### src/rtl/nexys4_display_pkg.sv
// Shared constants and types for the Nexys4 SPI-controlled 7-segment display driver.
package nexys4_display_pkg;

  localparam int FRAME_BITS = 16;

  localparam logic [3:0] CMD_WRITE = 4'h1;
  localparam logic [3:0] CMD_READ  = 4'h0;

  localparam int REG_DP   = 0;
  localparam int REG_D10  = 1;
  localparam int REG_D32  = 2;
  localparam int REG_D54  = 3;
  localparam int REG_D76  = 4;
  localparam int REG_EN   = 5;
  localparam int NUM_REGS = 6;

  localparam logic [7:0] DP_RST    = 8'h00;
  localparam logic [7:0] DIGIT_RST = 8'h00;
  localparam logic [7:0] EN_RST    = 8'hFF;

  typedef struct packed {
    logic [3:0] cmd;
    logic [3:0] addr;
    logic [7:0] data;
  } frame_t;

endpackage

### src/rtl/nexys4_spi_slave.sv
// SPI mode-3 style slave sampled by the system clock: synchronisers, 16-bit receive
// shifter with saturating bit counter, MISO shifter and a one-cycle frame_valid pulse.
module nexys4_spi_slave
  import nexys4_display_pkg::*;
(
  input  logic                  clk,
  input  logic                  rst_n,
  input  logic                  spi_sclk,
  input  logic                  spi_ss,
  input  logic                  spi_mosi,
  output logic                  spi_miso,
  input  logic [FRAME_BITS-1:0] tx_word,
  output logic                  frame_valid,
  output frame_t                frame_word
);

  logic [1:0] sclk_sync;
  logic [1:0] ss_sync;
  logic [1:0] mosi_sync;
  logic       sclk_prev;
  logic       ss_prev;

  logic [FRAME_BITS-1:0] rx_sr;
  logic [FRAME_BITS-1:0] tx_sr;
  logic [4:0]            bit_cnt;
  logic                  active;

  logic sclk_s, ss_s, mosi_s;
  logic sclk_rise, sclk_fall, ss_rise, ss_fall;

  assign sclk_s    = sclk_sync[1];
  assign ss_s      = ss_sync[1];
  assign mosi_s    = mosi_sync[1];
  assign sclk_rise = sclk_s & ~sclk_prev;
  assign sclk_fall = ~sclk_s & sclk_prev;
  assign ss_rise   = ss_s & ~ss_prev;
  assign ss_fall   = ~ss_s & ss_prev;

  // All SPI lines idle high, so the synchronisers reset high to avoid phantom edges.
  always_ff @(posedge clk or negedge rst_n) begin
    if (!rst_n) begin
      sclk_sync <= 2'b11;
      ss_sync   <= 2'b11;
      mosi_sync <= 2'b11;
      sclk_prev <= 1'b1;
      ss_prev   <= 1'b1;
    end else begin
      sclk_sync <= {sclk_sync[0], spi_sclk};
      ss_sync   <= {ss_sync[0], spi_ss};
      mosi_sync <= {mosi_sync[0], spi_mosi};
      sclk_prev <= sclk_s;
      ss_prev   <= ss_s;
    end
  end

  always_ff @(posedge clk or negedge rst_n) begin
    if (!rst_n) begin
      bit_cnt     <= '0;
      rx_sr       <= '0;
      frame_valid <= 1'b0;
      frame_word  <= '0;
    end else begin
      frame_valid <= ss_rise && (bit_cnt == 5'(FRAME_BITS));
      if (ss_rise) begin
        frame_word <= frame_t'(rx_sr);
      end
      if (ss_fall) begin
        bit_cnt <= '0;
        rx_sr   <= '0;
      end else if (sclk_rise && !ss_s) begin
        rx_sr <= {rx_sr[FRAME_BITS-2:0], mosi_s};
        if (bit_cnt != 5'(FRAME_BITS + 1)) begin
          bit_cnt <= bit_cnt + 5'd1;
        end
      end
    end
  end

  // The first sclk fall precedes any sampling edge, so bit 15 is held until a bit has been taken.
  always_ff @(posedge clk or negedge rst_n) begin
    if (!rst_n) begin
      active <= 1'b0;
      tx_sr  <= '1;
    end else begin
      if (ss_fall) begin
        active <= 1'b1;
        tx_sr  <= tx_word;
      end else if (ss_rise) begin
        active <= 1'b0;
      end else if (sclk_fall && !ss_s && (bit_cnt != 5'd0)) begin
        tx_sr <= {tx_sr[FRAME_BITS-2:0], 1'b1};
      end
    end
  end

  assign spi_miso = active ? tx_sr[FRAME_BITS-1] : 1'b1;

endmodule

### src/rtl/nexys4_display.sv
// Nexys4 8-digit 7-segment driver: SPI-written register file, digit scan and hex font.
module nexys4_display
  import nexys4_display_pkg::*;
#(
  parameter int REFRESH_DIV = 5000
) (
  input  logic       clk_5m_i,
  input  logic       rst_low_i,
  input  logic       spi_sclk_i,
  input  logic       spi_ss_i,
  input  logic       spi_mosi_i,
  output logic       spi_miso_o,
  output logic [7:0] segment_o,
  output logic [7:0] digit_o
);

  localparam int DIV_W = (REFRESH_DIV > 1) ? $clog2(REFRESH_DIV) : 1;

  logic [NUM_REGS-1:0][7:0] regs;
  logic [3:0]               rd_addr;
  logic [7:0]               rd_data;
  logic                     frame_valid;
  frame_t                   rx_frame;

  logic [DIV_W-1:0] div_cnt;
  logic [2:0]       idx;
  logic [2:0]       pair_sel;
  logic [7:0]       digit_pair;
  logic [3:0]       nibble;

  function automatic logic [6:0] hex7seg(input logic [3:0] nib);
    logic [6:0] seg;
    case (nib)
      4'h0: seg = 7'h3F;
      4'h1: seg = 7'h06;
      4'h2: seg = 7'h5B;
      4'h3: seg = 7'h4F;
      4'h4: seg = 7'h66;
      4'h5: seg = 7'h6D;
      4'h6: seg = 7'h7D;
      4'h7: seg = 7'h07;
      4'h8: seg = 7'h7F;
      4'h9: seg = 7'h6F;
      4'hA: seg = 7'h77;
      4'hB: seg = 7'h7C;
      4'hC: seg = 7'h39;
      4'hD: seg = 7'h5E;
      4'hE: seg = 7'h79;
      default: seg = 7'h71;
    endcase
    return seg;
  endfunction

  nexys4_spi_slave u_spi (
    .clk         (clk_5m_i),
    .rst_n       (rst_low_i),
    .spi_sclk    (spi_sclk_i),
    .spi_ss      (spi_ss_i),
    .spi_mosi    (spi_mosi_i),
    .spi_miso    (spi_miso_o),
    .tx_word     ({4'h0, rd_addr, rd_data}),
    .frame_valid (frame_valid),
    .frame_word  (rx_frame)
  );

  assign rd_data = (rd_addr < 4'(NUM_REGS)) ? regs[rd_addr[2:0]] : 8'h00;

  always_ff @(posedge clk_5m_i or negedge rst_low_i) begin
    if (!rst_low_i) begin
      regs    <= {EN_RST, {4{DIGIT_RST}}, DP_RST};
      rd_addr <= 4'h0;
    end else if (frame_valid) begin
      if (rx_frame.cmd == CMD_WRITE && rx_frame.addr < 4'(NUM_REGS)) begin
        regs[rx_frame.addr[2:0]] <= rx_frame.data;
      end else if (rx_frame.cmd == CMD_READ) begin
        rd_addr <= rx_frame.addr;
      end
    end
  end

  assign pair_sel   = {1'b0, idx[2:1]} + 3'(REG_D10);
  assign digit_pair = regs[pair_sel];
  assign nibble     = idx[0] ? digit_pair[7:4] : digit_pair[3:0];

  // Outputs load once at the start of each digit slot, so a write never tears a lit digit.
  always_ff @(posedge clk_5m_i or negedge rst_low_i) begin
    if (!rst_low_i) begin
      div_cnt   <= '0;
      idx       <= 3'd0;
      segment_o <= 8'hFF;
      digit_o   <= 8'hFF;
    end else begin
      if (div_cnt == DIV_W'(REFRESH_DIV - 1)) begin
        div_cnt <= '0;
        idx     <= idx + 3'd1;
      end else begin
        div_cnt <= div_cnt + 1'b1;
      end
      if (div_cnt == '0) begin
        segment_o <= {~regs[REG_DP][idx], ~hex7seg(nibble)};
        digit_o   <= regs[REG_EN][idx] ? ~(8'b1 << idx) : 8'hFF;
      end
    end
  end

endmodule

### config.mk
export PLATFORM = sky130hd
export DESIGN_NAME = nexys4_display
export DESIGN_NICKNAME = d
export VERILOG_FILES = /design/src/rtl/nexys4_display_pkg.sv /design/src/rtl/nexys4_spi_slave.sv /design/src/rtl/nexys4_display.sv
export SDC_FILE = /design/constraint.sdc
export NUM_CORES = 1
export LEC_CHECK = 0
export BUFFER_PORTS_ARGS = -buffer_cell sky130_fd_sc_hd__buf_2
export CAP_MARGIN = 40
export CELL_PAD_IN_SITES_DETAIL_PLACEMENT = 0
export CELL_PAD_IN_SITES_GLOBAL_PLACEMENT = 1
export CORE_UTILIZATION = 45
export CTS_CLUSTER_SIZE = 14
export DETAILED_ROUTE_END_ITERATION = 16
export GPL_TIMING_DRIVEN = 0
export HOLD_SLACK_MARGIN = 0.08
export PLACE_DENSITY = 0.81
export SLEW_MARGIN = 15
export SYNTH_ARGS = -nofsm -noshare
export SYNTH_HDL_FRONTEND = slang
export SYNTH_SLANG_ARGS = --single-unit
### constraint.sdc
create_clock -name clk_5m_i -period 2.69 [get_ports clk_5m_i]
set_input_delay 0.538 -clock clk_5m_i [delete_from_list [all_inputs] [get_ports clk_5m_i]]
set_output_delay 0.538 -clock clk_5m_i [all_outputs]
set_load 0.005 [all_outputs]
==> flow_summary.ini <==
[grt]
globalRouteOverflowTotal = 0
grt_pass1_vias = 4692
grtUsageTotal_pct = 20.46
grt_antenna_before_repair = 0
grt_max_degree = 95
grt_pass1_wl_um = 25210

[sta]
layout_setup_ws_ps = 44.50
worst_pin_slew_ps = 848.4
relSlewSlack_pct = 43.10
rsz0062_at_grt = yes
fin_crit_ps = 2646
drv_slew = 0
max_freq_mhz = 378.0
fin_crit_sh_pct = 98.35
skew_ps = 10.83
hold_viol = 0
setup_violations = 0

[setup_path]
worstSetupEndpointType = flip-flop
crit_required_ps = 3050
crit_type = flip-flop to flip-flop
start_kind = flip-flop
worstPathArrival_ps = 3010
timing.rr.end = segment_o[3]
rr_worst_depth = 11
r2r_slack_ps = 40
critPathMaxFanout = 10
rr_startpoint = idx[1]

[place]
gp_congestion = 0.8327
port_buffers = 21
dp_slack_ps = -379.2
hpwl_um = 10640
place_inst = 794

[synthesis]
synth_top_area_share_pct = 34.88
synth_enable_flop_cells = 0
syn_area_um2 = 7103
synth_cells = 561
synth.area.top_cells = dfrtp_1 (35%), dfstp_2 (18%), mux2_2 (11%), mux4_2 (5.7%), ha_1 (3.7%)
synth.distinct_cells = 60
syn_avg_cell_area_um2 = 12.66
synthFlopType = dfrtp_1
ys_ff_latch = 147
synthDominantAreaCellType = dfrtp_1
ys_async_sr_fraction_pct = 100.0
synth_warnings = 0
synthesis.nets = 587
ys_seq_area_share_pct = 52.63

[cells_and_area]
syn2layout_area_growth_pct = 16.70
nets = 633
drive_gt1_share_pct = 36.29
final_cells = 831
fillers = 1296
diodes = 0

[floorplanning]
fp.dieH_um = 127.6
ios = 22
dieArea_um2 = 16290
initial_utilization_pct = 46.38
num_rows = 45
dieWidth_um = 127.6
core_area_um2 = 15310

[pwr]
power_density_nw_per_um2 = 599.8
p_leak_uw = 0.003655
ir_worst_vdd_mv = 0.4470

[min_path]
hold_depth = 1
min_to = u_spi.mosi_sync[0]
hold_path_class = input pin to flip-flop
min_from = spi_mosi_i

[routing]
wl_per_cell_um = 18.36
viasPerCell = 5.552
drt_iter0_markers = 278
drt-total-wl_um = 15260
route.detailed.drc = 0
vias = 4614
ant_nets = 0
dr.pass1.iters = 4

[clock_tree]
cts_sinks = 147
path_clk_slew_ps = 70
htreeDepth = 4
cts_root_buffer = clkbuf_16
insertion_delay_ps = 440
cts_buffers = 17
cts_tree = done
clockBufferDepth = 2

[job]
drv_cap = 0

[outcome]
status = finished clean
synth_stat cells (all sizes together) (3+ instances only):
master	n
a2111oi	3
a211oi	5
a21oi	16
a22o	17
a22oi	9
a31oi	11
and2	6
buf	9
clkbuf	15
dfrtp	99
dfstp	48
ha	21
inv	18
mux2	76
mux2i	16
mux4	18
nand2	27
nand2b	4
nand3	11
nand3b	3
nor2	52
nor2b	9
nor3	3
nor3b	3
o21ai	17
o22ai	3
o41ai	3
xnor2	4
xor2	11
logic make-up after synthesis:
family	count (synthesis)	synth area share, %
flops	147	52.63
simple gates	132	9.900
mux	110	20.01
compound gates	93	9.195
buf+inv	43	2.712
fa+ha+maj	21	3.699
xor+xnor	15	1.849
critical path: stages, from the launching register on:
cell	delay, ps
dfrtp_2	430
buf_8	150
buf_12	140
buf_12	140
mux4_2	520
nand2_2	100
o41ai_4	100
buf_4	170
ha_1	190
and2_1	170
o22a_1	200
mux2_2	260
stage by stage:
stage / power (uW) / util, % / instance area (um2) / setup TNS, ps / hold WS, ps
finish: 4972 / 54.13 / 8289 / 0 / 193.7
global route: 5146 / 54.13 / 8289 / -79.25 / 184.9
CTS: 5012 / 53.52 / 8197 / 0 / 179.1
floorplan: 2542 / - / 7111 / 0 / 242.4
global placement: 2623 / 48.84 / 7480 / -86890 / 348.1
detailed placement: 2642 / 49.09 / 7517 / -890.0 / 349.3
how the worst max path moves through the flow:
| stage | startpoint | end | slack, ps | depth (start not counted) |
|---|---|---|---|---|
| 3_3_place_gp | rst_low_i | regs[22] | -860 | 1 |
| 2_1_floorplan | idx[1] | segment_o[3] | 60 | 10 |
| 5_1_grt | idx[1] | segment_o[3] | -80 | 11 |
| 4_1_cts | idx[1] | segment_o[3] | 20 | 12 |
| 3_5_place_dp | idx[1] | segment_o[3] | -380 | 10 |
| 6_report | idx[1] | segment_o[3] | 40 | 11 |
metal layers:
metal	track usage, %	vias up	wire (um)
met4	7.682	0	269
li1	-	2149	-
met5	0	-	0
met1	27.87	2371	7196
met2	32.43	74	7232
met3	4.146	20	560
final cells by class:
type / instances / area (um2) / area share [%]
plain buffers: 23 / 140.1 / 1.691
clock buffers: 17 / 425.4 / 5.132
clock inverters: 15 / 186.4 / 2.249
inverters: 19 / 71.32 / 0.8604
multi-input cells: 371 / 3272 / 39.47
flip-flops and latches: 147 / 3740 / 45.12
well taps: 211 / 264.0 / 3.185
repair buffers: 28 / 190.2 / 2.294
cells in the final DEF (no fill, tap or decap), types with 3 or more instances in the layout:
cell	synthesis	routed
ha_4	0	3
a31oi_1	11	11
a211oi_1	4	4
clkbuf_16	0	17
inv_8	0	4
xnor2_1	4	4
clkinv_8	0	6
and2_1	6	6
buf_4	1	6
dfstp_2	48	48
mux2_1	6	6
o21ai_0	17	17
clkbuf_1	14	14
ha_1	21	17
buf_2	3	22
a21oi_1	15	15
a22oi_1	9	9
o22ai_1	3	3
xor2_1	11	11
a22o_1	17	17
mux2_2	70	70
clkinv_4	0	3
nor2b_1	9	9
nand3_1	11	11
mux2i_1	16	16
nor2_1	52	52
dfrtp_1	99	98
nand2_1	27	26
nand2b_1	4	3
mux4_2	18	18
inv_1	18	16
flip-flops by register name, summed over array words and instances (netlist names):
name and count:
u_spi.rx_sr 16, u_spi.bit_cnt 5, u_spi.active 1, u_spi.frame_word 16, u_spi.sclk_prev 1, div_cnt 13, segment_o 8, u_spi.mosi_sync 2
idx 3, u_spi.frame_valid 1, rd_addr 4, u_spi.ss_sync 2, regs 48, u_spi.sclk_sync 2, digit_o 8, u_spi.tx_sr 16
u_spi.ss_prev 1
what timing repair did:
item,4_1_cts,5_1_grt
endpoints found under the hold margin,23,0
endpoints found under the setup margin,7,4
pin swaps,1,3
hold buffers,1,0
resized for setup,12,11
buffers inserted,0,5
where the power goes:
group	switching (uW)	internal (uW)
Sequential	50.7	2340
Clock	1110	1260
Combinational	132	82.6
No activity file was read; power rests on OpenSTA's default activity.
